===== config.mk =====
export PLATFORM = sky130hd
export DESIGN_NAME = ram_port_arbiter
export DESIGN_NICKNAME = d
export VERILOG_FILES = /design/src/rtl/ram_port_arbiter.sv
export SDC_FILE = /design/constraint.sdc
export NUM_CORES = 1
export LEC_CHECK = 0
export CAP_MARGIN = 5
export CORE_ASPECT_RATIO = 1.1
export CORE_MARGIN = 1
export CORE_UTILIZATION = 63
export DETAILED_ROUTE_END_ITERATION = 10
export DONT_BUFFER_PORTS = 1
export PLACE_DENSITY = 0.79
export SLEW_MARGIN = 20
export SYNTH_ARGS = -nofsm -noshare
export SYNTH_HDL_FRONTEND = slang
export SYNTH_SLANG_ARGS = --single-unit

===== constraint.sdc =====
create_clock -name clk -period 2.8 [get_ports clk]
set_clock_uncertainty 0.2 [all_clocks]
set_input_delay 0.28 -clock clk [delete_from_list [all_inputs] [get_ports clk]]
set_output_delay 0.28 -clock clk [all_outputs]
set_load 0.02 [all_outputs]

===== src/rtl/ram_port_arbiter.sv =====
// ram_port_arbiter: shares RAM port A between instruction fetch (if),
// load/store (ls) and the I/O/debug engine (io). One access is in flight at a
// time; ls > if > io fixed priority, except io is forced through once it has
// waited STARVE_MAX cycles. Reads return data one cycle after the grant.
module ram_port_arbiter #(
  parameter int DATA_W     = 16,
  parameter int ADDR_W     = 10,
  parameter int STARVE_MAX = 8
) (
  input  logic              clk,
  input  logic              reset,
  input  logic              if_req,
  input  logic              ls_req,
  input  logic              io_req,
  input  logic              if_we,
  input  logic              ls_we,
  input  logic              io_we,
  input  logic [ADDR_W-1:0] if_addr,
  input  logic [ADDR_W-1:0] ls_addr,
  input  logic [ADDR_W-1:0] io_addr,
  input  logic [DATA_W-1:0] if_wdata,
  input  logic [DATA_W-1:0] ls_wdata,
  input  logic [DATA_W-1:0] io_wdata,
  output logic              if_gnt,
  output logic              ls_gnt,
  output logic              io_gnt,
  output logic              if_rvalid,
  output logic              ls_rvalid,
  output logic              io_rvalid,
  output logic [DATA_W-1:0] rdata,
  output logic              ram_en,
  output logic              ram_we,
  output logic [ADDR_W-1:0] ram_addr,
  output logic [DATA_W-1:0] ram_din,
  input  logic [DATA_W-1:0] ram_dout
);

  typedef enum logic [1:0] {
    ST_IDLE   = 2'd0,
    ST_ACCESS = 2'd1,
    ST_READ   = 2'd2
  } state_t;

  localparam logic [1:0] OWN_IF = 2'd0;
  localparam logic [1:0] OWN_LS = 2'd1;
  localparam logic [1:0] OWN_IO = 2'd2;

  localparam logic [7:0] STARVE_LIM = 8'(STARVE_MAX);

  state_t              state_q, state_d;
  logic [1:0]          owner_q, owner_d;
  logic                ram_en_q, ram_en_d;
  logic                ram_we_q, ram_we_d;
  logic [ADDR_W-1:0]   ram_addr_q, ram_addr_d;
  logic [DATA_W-1:0]   ram_din_q, ram_din_d;
  logic [7:0]          starve_q, starve_d;

  logic [2:0]          req_vec;
  logic [2:0]          owner_mask;
  logic [2:0]          eligible;
  logic [1:0]          winner;

  // Request vector bit order: [2]=io, [1]=ls, [0]=if.
  assign req_vec = {io_req, ls_req, if_req};

  // Work out who may compete this cycle and who wins; the current owner is
  // excluded during its own grant cycle because its req is still high then.
  always_comb begin
    owner_mask = 3'b000;
    eligible   = 3'b000;
    winner     = OWN_IO;
    case (owner_q)
      OWN_IF:  owner_mask = 3'b001;
      OWN_LS:  owner_mask = 3'b010;
      OWN_IO:  owner_mask = 3'b100;
      default: owner_mask = 3'b000;
    endcase
    if (state_q == ST_ACCESS) begin
      eligible = req_vec & ~owner_mask;
    end else begin
      eligible = req_vec;
    end
    if (eligible[2] && (starve_q == STARVE_LIM)) begin
      winner = OWN_IO;
    end else if (eligible[1]) begin
      winner = OWN_LS;
    end else if (eligible[0]) begin
      winner = OWN_IF;
    end else begin
      winner = OWN_IO;
    end
  end

  // Next-state logic: issue a new access whenever the port is free and someone
  // is eligible; a read always spends one extra cycle in READ for the data.
  always_comb begin
    state_d    = state_q;
    owner_d    = owner_q;
    ram_en_d   = 1'b0;
    ram_we_d   = 1'b0;
    ram_addr_d = ram_addr_q;
    ram_din_d  = ram_din_q;
    case (state_q)
      ST_IDLE, ST_READ: begin
        state_d = ST_IDLE;
        if (|eligible) begin
          state_d = ST_ACCESS;
        end
      end
      ST_ACCESS: begin
        if (!ram_we_q) begin
          state_d = ST_READ;
        end else if (|eligible) begin
          state_d = ST_ACCESS;
        end else begin
          state_d = ST_IDLE;
        end
      end
      default: state_d = ST_IDLE;
    endcase
    if ((state_d == ST_ACCESS) && (|eligible)) begin
      owner_d  = winner;
      ram_en_d = 1'b1;
      case (winner)
        OWN_IF: begin
          ram_we_d   = if_we;
          ram_addr_d = if_addr;
          ram_din_d  = if_wdata;
        end
        OWN_LS: begin
          ram_we_d   = ls_we;
          ram_addr_d = ls_addr;
          ram_din_d  = ls_wdata;
        end
        default: begin
          ram_we_d   = io_we;
          ram_addr_d = io_addr;
          ram_din_d  = io_wdata;
        end
      endcase
    end
  end

  // Starvation counter: counts cycles io waits, saturating, cleared on grant
  // or when io withdraws its request.
  always_comb begin
    starve_d = 8'd0;
    if (io_req && !io_gnt) begin
      if (starve_q == STARVE_LIM) begin
        starve_d = starve_q;
      end else begin
        starve_d = starve_q + 8'd1;
      end
    end
  end

  // State and RAM-port registers; reset cancels any access in flight.
  always_ff @(posedge clk or negedge reset) begin
    if (!reset) begin
      state_q    <= ST_IDLE;
      owner_q    <= OWN_IF;
      ram_en_q   <= 1'b0;
      ram_we_q   <= 1'b0;
      ram_addr_q <= '0;
      ram_din_q  <= '0;
      starve_q   <= 8'd0;
    end else begin
      state_q    <= state_d;
      owner_q    <= owner_d;
      ram_en_q   <= ram_en_d;
      ram_we_q   <= ram_we_d;
      ram_addr_q <= ram_addr_d;
      ram_din_q  <= ram_din_d;
      starve_q   <= starve_d;
    end
  end

  assign if_gnt    = (state_q == ST_ACCESS) && (owner_q == OWN_IF);
  assign ls_gnt    = (state_q == ST_ACCESS) && (owner_q == OWN_LS);
  assign io_gnt    = (state_q == ST_ACCESS) && (owner_q == OWN_IO);
  assign if_rvalid = (state_q == ST_READ) && (owner_q == OWN_IF);
  assign ls_rvalid = (state_q == ST_READ) && (owner_q == OWN_LS);
  assign io_rvalid = (state_q == ST_READ) && (owner_q == OWN_IO);
  assign rdata     = (state_q == ST_READ) ? ram_dout : '0;

  assign ram_en    = ram_en_q;
  assign ram_we    = ram_we_q;
  assign ram_addr  = ram_addr_q;
  assign ram_din   = ram_din_q;

endmodule

==> results of run 1 <==
==> repair_timing <==
item / CTS / global route
buffers inserted: 0 / 1
setup endpoints to repair: 0 / 1
hold buffers: 32 / 0
hold endpoints to repair: 67 / 0
==> metrics by stage <==
step | hold slack (ns) | power (mW) | utilization [%] | instances | area [µm²]
5_1_grt | 0.0249 | 2.93 | 79.4 | 321 | 2730
4_1_cts | 0.0131 | 2.73 | 79.2 | 320 | 2730
3_5_place_dp | -0.215 | 2.41 | 68.3 | 281 | 2350
6_report | 0.0252 | 2.77 | 79.4 | 321 | 2730
3_3_place_gp | -0.215 | 2.34 | 68.3 | 281 | 2350
2_1_floorplan | -0.216 | 2.23 | - | 248 | 2350
==> cell families after synthesis <==
logic type	synth area share [%]
xor+xnor	2.23
fa+ha+maj	1.06
simple gates	21.4
buf+inv	6.16
compound gates	26.0
mux	0.637
flops	42.5
==> critical path, stage by stage, from the launching register on <==
cell and delay (ns):
dfrtp_1 0.50, inv_1 0.08, o21ai_0 0.41, o21ai_4 0.13, nor3_4 0.92, a221o_1 0.29
==> metal layers <==
layer,up-vias,global-route usage [%],part of all wire (%)
met4,0,15.7,3.8
met2,206,59.9,51
met1,1105,41.7,34
li1,1004,-,-
met3,28,11.5,11
met5,-,0,0
==> final cells by class <==
type                    count  area [µm²]  share of cell area (%)
inverters                   7        26.3                   0.962
well taps                  48        60.1                    2.20
flip-flops and latches     40        1000                    36.6
clock inverters             1        5.00                   0.183
clock buffers               6        41.3                    1.51
multi-input cells         179        1210                    44.2
repair buffers             40         390                    14.3
==> power by group <==
part | switching [mW] | internal [mW] | total (mW)
registers | 0.468 | 0.821 | 1.29
logic | 0.710 | 0.501 | 1.21
clock network | 0.180 | 0.0927 | 0.273
total | 1.36 | 1.41 | 2.77
==> worst min-delay path by stage <==
stage,end,slack (ns),depth (start not counted)
2_1_floorplan,owner_q[0]$_DFFE_PN0P_,-0.22,0
3_3_place_gp,ram_din[10]$_DFFE_PN0P_,-0.21,0
3_5_place_dp,ram_din[10]$_DFFE_PN0P_,-0.22,0
4_1_cts,owner_q[1]$_DFFE_PN0P_,0.01,2
5_1_grt,owner_q[1]$_DFFE_PN0P_,0.02,2
6_report,owner_q[1]$_DFFE_PN0P_,0.03,2
==> cells in the final DEF (no fill, tap or decap), types with 5 or more instances in the layout <==
| cell | Yosys | layout |
|---|---|---|
| dlygate4sd3_1 | 0 | 31 |
| clkbuf_4 | 0 | 5 |
| dfrtp_1 | 40 | 40 |
| a221o_1 | 26 | 26 |
| buf_4 | 2 | 8 |
| nor2_1 | 9 | 9 |
| nand3_1 | 5 | 5 |
| xor2_1 | 5 | 5 |
| nand4_1 | 29 | 29 |
| o21ai_0 | 29 | 29 |
| inv_1 | 7 | 7 |
| and2_1 | 17 | 17 |
| a21oi_1 | 28 | 28 |
==> flip-flops by register name, indices dropped and copies added (netlist names) <==
| name | count |
|---|---|
| owner_q | 2 |
| ram_addr | 10 |
| ram_din | 16 |
| ram_en | 1 |
| ram_we | 1 |
| starve_q | 8 |
| state_q | 2 |
==> reports/qor.csv, run 1 <==
stage,metric,value,unit
run_status,status,"complete, no violations",
finish,FILL cells,225,
die,die area,3990,µm²
synthesis,Avg Synthesized Cell Area,9.49,µm²
detailed_routing,antenna-violating nets left,0,
synthesis,share of the synthesized area in the top cell type,42.5,%
setup_path,worst-case register-to-register setup slack,0.20,ns
timing,count of endpoints failing setup in the final report,0,
finish,"Area growth, synth to finish",16.0,%
setup_path,start-to-end type of the worst setup path,reg2reg,
synthesis,count of yosys warnings during synthesis,0,
place,pre-CTS WS,0.260,ns
detailed_routing,number of DRC violations after detailed routing,0,
global_routing,antenna violations before repair,0,
detailed_routing,per-cell routed wire length,21.9,µm
detailed_routing,TritonRoute pass-1 iters,5,
global_routing,remaining global-route overflow,0,
timing,setup TNS after final layout,0,ns
timing,final hold viol count,0,
timing,Highest Clock Rate,385,MHz
synthesis,"Cell Area, Synth",2350,µm²
timing,unrepaired setup endpoints after global routing,false,
synthesis,Synth cell types,36,
clock_tree,Resize count post-CTS,0,
synthesis,top cells by area in the synthesized netlist,"dfrtp_1 43%, a221o_1 11%, nand4_1 7.7%",
clock_tree,maximum root-to-sink buffer count,2,
die,core area,3440,µm²
setup_path,Setup crit end kind,flop,
die,Initial Utilization,68.4,%
pwr,P per Cell Area,1010,nW/µm²
setup_path,capture point of the critical path,ram_din[15]$_DFFE_PN0P_,
detailed_routing,overall routed net length,7040,µm
timing,final critical-path share of the clock period,92.9,%
clock_tree,clk slew on worst S/H paths,0.13,ns
synthesis,number of enable-type register cells in the synthesized netlist,0,
setup_path,CP Launch Point,ram_we$_DFF_PN0_,
timing,relative slew slack,26.5,%
place,RD Place Congestion,0.758,
timing,minimum clock period after layout,2.60,ns
synthesis,net count after synthesis,352,
finish,share of cells above drive strength 1,7.69,%
clock_tree,later-pin clock latency in the skew report,0.35,ns
pwr,Worst VDD drop,0.633,mV
synthesis,"Top FF cell, synth",dfrtp_1,
synthesis,async set-or-reset flop fraction in the synthesized netlist,100,%
setup_path,cells on worst reg2reg path,5,
setup_path,Worst Setup Start Kind,flop,
clock_tree,clock tree from TritonCTS,done,
place,dpl hpwl,4510,µm
place,count of input and output buffers,0,
clock_tree,Inserted Clock Buffers,5,
job,max-cap check violation count,0,
clock_tree,H-tree level count,2,
synthesis,Mapped Cells,248,
global_routing,number of global-route vias before repair,2133,
detailed_routing,number of design-rule violations left by the first detailed-router iteration,179,
synthesis,leading area contributor after synthesis,dfrtp_1,
setup_path,CP arrival,2.67,ns
synthesis,number of storage elements in the synthesis netlist,40,
timing,setup ws final,0.199,ns
synthesis,most numerous cell types in the synthesized netlist,"40 x dfrtp_1, 29 x nand4_1, 29 x o21ai_0, 28 x a21oi_1, 26 x a221o_1",
global_routing,wire length of the first global-routing pass,10400,µm
min_path,class of the tightest hold or removal check,in2reg,
clock_tree,CTS root buf,clkbuf_4,
timing,measured slew at the worst slew-check pin,1.10,ns
setup_path,CP max FO,27,
synthesis,most instantiated library cell after synthesis,dfrtp_1,
clock_tree,sinks on the clock net,40,
timing,Final Max Tran Viols,0,
die,vertical extent of the die,66.1,µm
die,Die W,60.3,µm
min_path,hold_sp,if_req,
die,Ports,152,
global_routing,largest net degree at the start of global routing,45,
die,count of standard-cell rows,22,
detailed_routing,vias post-DR,2343,
setup_path,Crit Reg-Reg Startpoint,ram_we$_DFF_PN0_,
finish,"Net count, final",377,
setup_path,required time reported for the critical path endpoint,2.87,ns
detailed_routing,Via density,7.30,
global_routing,total routing resource utilization after global routing,36.0,%
finish,number of antenna cells inserted,0,
pwr,leakage component of the power,1.12,nW
setup_path,Reg-to-Reg End,ram_din[15]$_DFFE_PN0P_,
synthesis,fraction of the yosys area taken by sequential cells,42.5,%
Note: power is estimated with default switching activity, not from simulation.
==> run 2, diff against run 1 <==
--- a/config.mk
+++ b/config.mk
@@ -7,2 +7,3 @@
 export LEC_CHECK = 0
+export BUFFER_PORTS_ARGS = -buffer_cell sky130_fd_sc_hd__buf_2
 export CAP_MARGIN = 5
@@ -10,6 +11,5 @@
 export CORE_MARGIN = 1
-export CORE_UTILIZATION = 63
+export CORE_UTILIZATION = 43
 export DETAILED_ROUTE_END_ITERATION = 10
-export DONT_BUFFER_PORTS = 1
-export PLACE_DENSITY = 0.79
+export PLACE_DENSITY = 0.81
 export SLEW_MARGIN = 20
==> constraint.sdc (replaced) <==
create_clock -name clk -period 2.8 [get_ports clk]
set_clock_uncertainty 0.2 [all_clocks]
set_input_delay 0.42 -clock clk [delete_from_list [all_inputs] [get_ports clk]]
set_output_delay 0.42 -clock clk [all_outputs]
set_load 0.02 [all_outputs]
==> run 2 against run 1 <==
Net effect: final cell count up 45%; fmax increased by 3.4%; die area rose by 45%; worst hold slack improved by 0.014 ns; critical path depth unchanged; critical endpoint is now ram_addr[6]$_DFFE_PN0P_; largest power group is now combinational logic.
==> reports/qor.csv, run 2 (synthesis results as in run 1) <==
stage,metric,value,unit,change
run_status,status,"complete, no violations",,unchanged
finish,most frequent cells in the layout,"151 x buf_2, 40 x dfrtp_1, 29 x o21ai_0, 29 x nand4_1, 28 x a21oi_1",,"was 40 x dfrtp_1, 31 x dlygate4sd3_1, 29 x o21ai_0, 29 x nand4_1, 28 x a21oi_1"
detailed_routing,overall routed net length,7480,µm,was 7040 µm
place,count of input and output buffers,151,,was 0
clock_tree,clk slew on worst S/H paths,0.08,ns,was 0.13 ns
die,Ports,152,,unchanged
detailed_routing,per-cell routed wire length,16.1,µm,was 21.9 µm
clock_tree,H-tree level count,2,,unchanged
place,RD Place Congestion,0.821,,was 0.758
finish,number of antenna cells inserted,0,,unchanged
clock_tree,setup repair bufs after CTS,0,,unchanged
die,core area,5130,µm²,was 3440 µm²
clock_tree,Resize count post-CTS,0,,unchanged
clock_tree,clock tree from TritonCTS,done,,unchanged
timing,count of endpoints failing setup in the final report,0,,unchanged
global_routing,remaining global-route overflow,0,,unchanged
timing,setup TNS after final layout,0,ns,unchanged
die,Initial Utilization,45.9,%,was 68.4%
detailed_routing,vias post-DR,2611,,was 2343
setup_path,start-to-end type of the worst setup path,reg2reg,,unchanged
clock_tree,later-pin clock latency in the skew report,0.29,ns,was 0.35 ns
job,max-cap check violation count,0,,unchanged
timing,Final Max Tran Viols,0,,unchanged
timing,final hold viol count,0,,unchanged
setup_path,CP arrival,2.54,ns,was 2.67 ns
place,dpl hpwl,5380,µm,was 4510 µm
setup_path,Setup crit end kind,flop,,unchanged
clock_tree,CTS root buf,clkbuf_8,,was clkbuf_4
finish,area occupied by registers,1000,µm²,unchanged
timing,Highest Clock Rate,398,MHz,was 385 MHz
setup_path,crit-path cells,"nand4bb_1, and2_1, o21ai_4, nor3_4, a221o_1",,"was inv_1, o21ai_0, o21ai_4, nor3_4, a221o_1"
global_routing,antenna violations before repair,0,,unchanged
setup_path,Worst Setup Start Kind,flop,,unchanged
setup_path,"slowest stage cell, crit path",nor3_4,,unchanged
pwr,switching share of power,44.7,%,was 49.0%
finish,area of all placed cells without fillers,3250,µm²,was 2730 µm²
finish,area of the multi-input gates,1210,µm²,unchanged
pwr,switching component of the power,1.44,mW,was 1.36 mW
global_routing,largest net degree at the start of global routing,41,,was 45
clock_tree,maximum root-to-sink buffer count,2,,unchanged
pwr,P per Cell Area,990,nW/µm²,was 1010 nW/µm²
clock_tree,Inserted Clock Buffers,5,,unchanged
timing,measured slew at the worst slew-check pin,1.04,ns,was 1.10 ns
die,Die W,72.6,µm,was 60.3 µm
timing,final critical-path share of the clock period,89.8,%,was 92.9%
setup_path,critical path's largest stage delay,0.87,ns,was 0.92 ns
die,count of standard-cell rows,27,,was 22
clock_tree,count of hold buffers inserted by post-cts repair,0,,was 32
pwr,leakage component of the power,1.64,nW,was 1.12 nW
detailed_routing,number of design-rule violations left by the first detailed-router iteration,105,,was 179
detailed_routing,TritonRoute pass-1 iters,4,,was 5
finish,"Net count, final",496,,was 377
timing,relative slew slack,30.6,%,was 26.5%
pwr,part of the total power dissipated in combinational logic,54.4,%,was 43.7%
clock_tree,sinks on the clock net,40,,unchanged
pwr,P_int,1.78,mW,was 1.41 mW
finish,number of flip-flops in the largest register,16,,unchanged
finish,"Area growth, synth to finish",38.0,%,was 16.0%
finish,FILL cells,462,,was 225
global_routing,wire length of the first global-routing pass,11600,µm,was 10400 µm
detailed_routing,antenna-violating nets left,0,,unchanged
pwr,Clock power frac,14.5,%,was 9.8%
setup_path,required time reported for the critical path endpoint,2.83,ns,was 2.87 ns
global_routing,number of global-route vias before repair,2436,,was 2133
timing,minimum clock period after layout,2.51,ns,was 2.60 ns
finish,share of cells above drive strength 1,43.8,%,was 7.69%
detailed_routing,number of DRC violations after detailed routing,0,,unchanged
place,Post-DP Area,3140,µm²,was 2350 µm²
setup_path,worst-case register-to-register setup slack,0.29,ns,was 0.20 ns
finish,most frequent standard cell in the layout excluding fill and tap cells,buf_2,,was dfrtp_1
die,vertical extent of the die,79.6,µm,was 66.1 µm
setup_path,CP max FO,27,,unchanged
min_path,class of the tightest hold or removal check,in2async,,was in2reg
die,die area,5780,µm²,was 3990 µm²
detailed_routing,Via density,5.62,,was 7.30
global_routing,total routing resource utilization after global routing,26.4,%,was 36.0%
setup_path,critical path's top delay family,simple AND/OR/NAND/NOR gates,,unchanged
pwr,sequential cell fraction of total power,31.1,%,was 46.5%
timing,unrepaired setup endpoints after global routing,false,,unchanged
pwr,Worst VDD drop,0.508,mV,was 0.633 mV
setup_path,worst path bufs/invs,0,,was 1
[run 2: per-stage QoR]
step           power (mW)  instances  util (%)  hold WS, ns  worst slack, ns
2_1_floorplan        2.23        248         -      -0.0756            0.673
3_3_place_gp         2.71        457      61.2        0.288            0.363
3_5_place_dp         2.76        457      61.2        0.282            0.253
4_1_cts              3.23        465      63.3       0.0674            0.266
5_1_grt              3.43        465      63.3        0.105            0.127
6_report             3.22        465      63.3       0.0394            0.285
[run 2: power by group through the flow]
stage | clock (mW) | sequential (mW) | combinational, mW
finish | 0.466 | 1.00 | 1.75
CTS | 0.472 | 0.997 | 1.76
global route | 0.501 | 1.03 | 1.90
detailed placement | 0 | 0.996 | 1.77
floorplan | 0 | 1.22 | 1.01
global placement | 0 | 0.999 | 1.71
[run 2: final timing paths]
check                                             from                      end  cells past startpoint
min in group clk                          ls_wdata[14]  ram_din[14]$_DFFE_PN0P_                      2
worst max register to register  owner_q[0]$_DFFE_PN0P_  ram_addr[6]$_DFFE_PN0P_                      5
max in group asynchronous                        reset   ram_din[1]$_DFFE_PN0P_                      1
worst min register to register        ram_we$_DFF_PN0_     state_q[1]$_DFF_PN0_                      1
worst max-delay path            owner_q[0]$_DFFE_PN0P_  ram_addr[6]$_DFFE_PN0P_                      5
worst min-delay path                             reset   ram_din[9]$_DFFE_PN0P_                      1
[run 2: cell type report]
class                      instances  share of cell area [%]
timing repair buffer             159                    25.1
sequential                        40                    30.8
tap                               72                    2.77
inverter                           7                   0.809
multi-input combinational        179                    37.2
clock buffer                       6                    2.23
clock inverter                     2                    1.08
[run 2: worst reg2reg max path: stages, from the launching register on]
cell and delay, ns:
dfrtp_1 0.50, nand4bb_1 0.26, and2_1 0.23, o21ai_4 0.09
nor3_4 0.87, a221o_1 0.30
[run 2: per-layer routing]
metal	up-vias	track usage [%]	share of wire, %
li1	1238	-	-
met5	-	0	0
met2	153	45.4	51
met4	0	10.4	1.6
met1	1209	32.0	38
met3	11	5.81	9.8
==> run 3, diff against run 2 <==
ABC_AREA = 1   (was not set)
CORE_UTILIZATION = 44   (was 43)
==> run 3 against run 2 <==
Net effect: fmax grew 4.1%; critical endpoint is now ram_din[2]$_DFFE_PN0P_; clock power is essentially flat; register-to-register slack better by 0.10 ns; sequential share of layout area shrank 0.82 points; critical path type unchanged; final cell count is 24% higher; via count is 11% higher; sequential cell count unchanged; area after synthesis is 7.6% higher.
==> reports/qor.csv, run 3 <==
stage,metric,value,unit,change
run_status,status,"complete, no violations",,unchanged
detailed_routing,per-cell routed wire length,12.1,µm,was 16.1 µm
die,vertical extent of the die,81.6,µm,was 79.6 µm
setup_path,Worst Setup Start Kind,flop,,unchanged
setup_path,start-to-end type of the worst setup path,reg2reg,,unchanged
synthesis,async set-or-reset flop fraction in the synthesized netlist,100,%,unchanged
setup_path,critical path's largest stage delay,0.41,ns,was 0.87 ns
timing,unrepaired setup endpoints after global routing,false,,unchanged
synthesis,count of yosys warnings during synthesis,0,,unchanged
pwr,switching share of power,47.6,%,was 44.7%
synthesis,leading area contributor after synthesis,dfrtp_1,,unchanged
setup_path,CP max FO,59,,was 27
pwr,Worst VDD drop,0.522,mV,was 0.508 mV
detailed_routing,number of DRC violations after detailed routing,0,,unchanged
detailed_routing,overall routed net length,7000,µm,was 7480 µm
pwr,P per Cell Area,907,nW/µm²,was 990 nW/µm²
setup_path,required time reported for the critical path endpoint,2.84,ns,was 2.83 ns
die,count of standard-cell rows,28,,was 27
setup_path,crit-path cells,"inv_1, ha_1, nand3_1, nor2_1, nand2_4, nand2_4, nand2_1, nand3_1, nand2_1, nand2_1",,"was nand4bb_1, and2_1, o21ai_4, nor3_4, a221o_1"
finish,FILL cells,500,,was 462
detailed_routing,Via density,5.01,,was 5.62
global_routing,largest net degree at the start of global routing,60,,was 41
clock_tree,H-tree level count,2,,unchanged
die,Ports,152,,unchanged
detailed_routing,TritonRoute pass-1 iters,4,,unchanged
setup_path,cells on worst reg2reg path,10,,was 5
clock_tree,clk slew on worst S/H paths,0.08,ns,about the same
clock_tree,count of hold buffers inserted by post-cts repair,0,,unchanged
global_routing,total routing resource utilization after global routing,24.0,%,was 26.4%
finish,share of cells above drive strength 1,34.3,%,was 43.8%
timing,minimum clock period after layout,2.41,ns,was 2.51 ns
clock_tree,clock tree from TritonCTS,done,,unchanged
timing,final hold viol count,0,,unchanged
pwr,Clock power frac,15.3,%,was 14.5%
setup_path,Reg-to-Reg End,ram_din[2]$_DFFE_PN0P_,,was ram_addr[6]$_DFFE_PN0P_
setup_path,most frequent CP cell,nand2_1,,
die,Initial Utilization,46.4,%,was 45.9%
finish,number of antenna cells inserted,0,,unchanged
setup_path,"slowest stage cell, crit path",nand2_4,,was nor3_4
timing,Final Max Tran Viols,0,,unchanged
global_routing,number of global-route vias before repair,2586,,was 2436
detailed_routing,antenna-violating nets left,0,,unchanged
synthesis,Mapped Cells,362,,was 248
clock_tree,maximum root-to-sink buffer count,2,,unchanged
synthesis,"Top FF cell, synth",dfrtp_1,,unchanged
timing,relative slew slack,38.5,%,was 30.6%
clock_tree,Inserted Clock Buffers,5,,unchanged
timing,measured slew at the worst slew-check pin,0.922,ns,was 1.04 ns
finish,number of flip-flops in the largest register,16,,unchanged
place,count of input and output buffers,151,,unchanged
die,Die W,74.4,µm,was 72.6 µm
clock_tree,later-pin clock latency in the skew report,0.29,ns,about the same
job,max-cap check violation count,0,,unchanged
clock_tree,sinks on the clock net,40,,unchanged
place,dpl hpwl,4960,µm,was 5380 µm
finish,number of standard cells in the final layout excluding fillers,576,,was 465
finish,most frequent standard cell in the layout excluding fill and tap cells,buf_2,,unchanged
setup_path,Crit Reg-Reg Startpoint,starve_q[0]$_DFFE_PN0P_,,was owner_q[0]$_DFFE_PN0P_
pwr,leakage component of the power,1.99,nW,was 1.64 nW
min_path,class of the tightest hold or removal check,in2async,,unchanged
detailed_routing,vias post-DR,2887,,was 2611
setup_path,CP arrival,2.45,ns,was 2.54 ns
synthesis,fraction of the yosys area taken by sequential cells,39.5,%,was 42.5%
die,die area,6070,µm²,was 5780 µm²
pwr,part of the total power dissipated in combinational logic,53.2,%,was 54.4%
synthesis,Avg Synthesized Cell Area,7.00,µm²,was 9.49 µm²
global_routing,antenna violations before repair,0,,unchanged
setup_path,critical path's top delay family,simple AND/OR/NAND/NOR gates,,unchanged
clock_tree,CTS root buf,clkbuf_8,,unchanged
finish,"Area growth, synth to finish",31.8,%,was 38.0%
synthesis,most instantiated library cell after synthesis,nand2_1,,was dfrtp_1
timing,smallest hold slack,0.0389,ns,was 0.0394 ns
pwr,P_int,1.59,mW,was 1.78 mW
setup_path,Setup crit end kind,flop,,unchanged
timing,setup TNS after final layout,0,ns,unchanged
global_routing,remaining global-route overflow,0,,unchanged
timing,final critical-path share of the clock period,86.2,%,was 89.8%
setup_path,worst-case register-to-register setup slack,0.39,ns,was 0.29 ns
place,cell total after placement,568,,was 457
place,Post-DP Area,3230,µm²,was 3140 µm²
finish,area of all placed cells without fillers,3340,µm²,was 3250 µm²
synthesis,Synth cell types,24,,was 36
finish,"Net count, final",604,,was 496
timing,Highest Clock Rate,414,MHz,was 398 MHz
place,RD Place Congestion,0.821,,about the same
synthesis,most numerous cell types in the synthesized netlist,"120 x nand2_1, 60 x nand3_1, 40 x dfrtp_1, 31 x inv_1, 31 x nor2_1",,"was 40 x dfrtp_1, 29 x nand4_1, 29 x o21ai_0, 28 x a21oi_1, 26 x a221o_1"
pwr,sequential cell fraction of total power,31.5,%,was 31.1%
synthesis,net count after synthesis,466,,was 352
synthesis,share of the synthesized area in the top cell type,39.5,%,was 42.5%
pwr,overall power of the completed layout,3.03,mW,was 3.22 mW
synthesis,"Cell Area, Synth",2530,µm²,was 2350 µm²
die,core area,5470,µm²,was 5130 µm²
synthesis,number of enable-type register cells in the synthesized netlist,0,,unchanged
clock_tree,setup repair bufs after CTS,0,,unchanged
global_routing,wire length of the first global-routing pass,11100,µm,was 11600 µm
setup_path,worst path bufs/invs,1,,was 0
detailed_routing,number of design-rule violations left by the first detailed-router iteration,202,,was 105
synthesis,top cells by area in the synthesized netlist,"dfrtp_1 40%, nand2_1 18%, nand3_1 12%",,"was dfrtp_1 43%, a221o_1 11%, nand4_1 7.7%"
synthesis,number of storage elements in the synthesis netlist,40,,unchanged
timing,count of endpoints failing setup in the final report,0,,unchanged
clock_tree,Resize count post-CTS,0,,unchanged
finish,most frequent cells in the layout,"151 x buf_2, 120 x nand2_1, 60 x nand3_1, 40 x dfrtp_1",,"was 151 x buf_2, 40 x dfrtp_1, 29 x o21ai_0, 29 x nand4_1, 28 x a21oi_1"
pwr,switching component of the power,1.44,mW,about the same
-- run 3: cell types whose count changed after synthesis, moves of 6 or more --
cell,previous run,this run
nand2_1,3,120
nand3_1,5,60
a221o_1,26,0
inv_1,7,31
a21oi_1,28,6
nor2_1,9,31
o21ai_0,29,7
and2_1,17,0
buf_6,2,8
clkbuf_1,7,1
-- run 3: final cells by class --
cell class / instances / area, µm² / share of cell area [%]
well taps: 75 / 93.8 / 2.81
clock inverters: 2 / 35.0 / 1.05
repair buffers: 153 / 771 / 23.1
clock buffers: 6 / 72.6 / 2.17
multi-input cells: 265 / 1230 / 36.9
flip-flops and latches: 40 / 1000 / 30.0
inverters: 35 / 134 / 4.01
-- run 3: worst max path at each step --
stage | end | cells after the start | start | slack, ns
after floorplan | ram_din[2]$_DFFE_PN0P_ | 11 | starve_q[0]$_DFFE_PN0P_ | 1.02
after global placement | ram_din[8]$_DFFE_PN0P_ | 10 | starve_q[0]$_DFFE_PN0P_ | 0.54
after detailed placement | ram_din[2]$_DFFE_PN0P_ | 10 | starve_q[0]$_DFFE_PN0P_ | 0.43
after CTS | ram_din[2]$_DFFE_PN0P_ | 10 | starve_q[0]$_DFFE_PN0P_ | 0.43
after global routing | ram_din[6]$_DFFE_PN0P_ | 10 | starve_q[0]$_DFFE_PN0P_ | 0.11
final | ram_din[2]$_DFFE_PN0P_ | 10 | starve_q[0]$_DFFE_PN0P_ | 0.39
-- run 3: worst reg2reg max path: stages, from the launching register on --
cell     delay [ns]
dfrtp_1        0.40
inv_1          0.10
ha_1           0.16
nand3_1        0.07
nor2_1         0.27
nand2_4        0.39
nand2_4        0.42
nand2_1        0.12
nand3_1        0.10
nand2_1        0.05
nand2_1        0.09
-- run 3: logic make-up (layout without fill, tap and decap cells) --
family / Yosys count / count (layout) / share of synthesized area, %
AOI/OAI and AO/OA: 17 / 17 / 3.80
adders and majority gates: 2 / 2 / 0.987
buffers and inverters: 57 / 196 / 11.9
DFF: 40 / 40 / 39.5
and+or+nand+nor: 246 / 246 / 43.8
-- run 3: layer usage --
layer / share of wire, % / vias to the layer above / global-route usage (%) / wire length (µm)
met5: 0 / - / 0 / 0
met4: 0.93 / 0 / 7.36 / 65
met3: 8.4 / 6 / 5.89 / 586
met2: 50 / 149 / 43.2 / 3480
met1: 41 / 1288 / 27.8 / 2860
li1: - / 1444 / - / -
-- run 3: per-stage QoR --
step | utilization, % | worst slack (ns)
floorplan | - | 1.02
global placement | 59.1 | 0.545
detailed placement | 59.1 | 0.432
CTS | 61.1 | 0.428
global route | 61.1 | 0.105
finish | 61.1 | 0.385
-- run 3: power by group through the flow --
stage | combinational, mW | sequential, mW | clock (mW)
2_1_floorplan | 0.936 | 1.19 | 0
3_3_place_gp | 1.60 | 0.950 | 0
3_5_place_dp | 1.63 | 0.954 | 0
4_1_cts | 1.63 | 0.952 | 0.476
5_1_grt | 1.81 | 0.986 | 0.502
6_report | 1.61 | 0.955 | 0.463
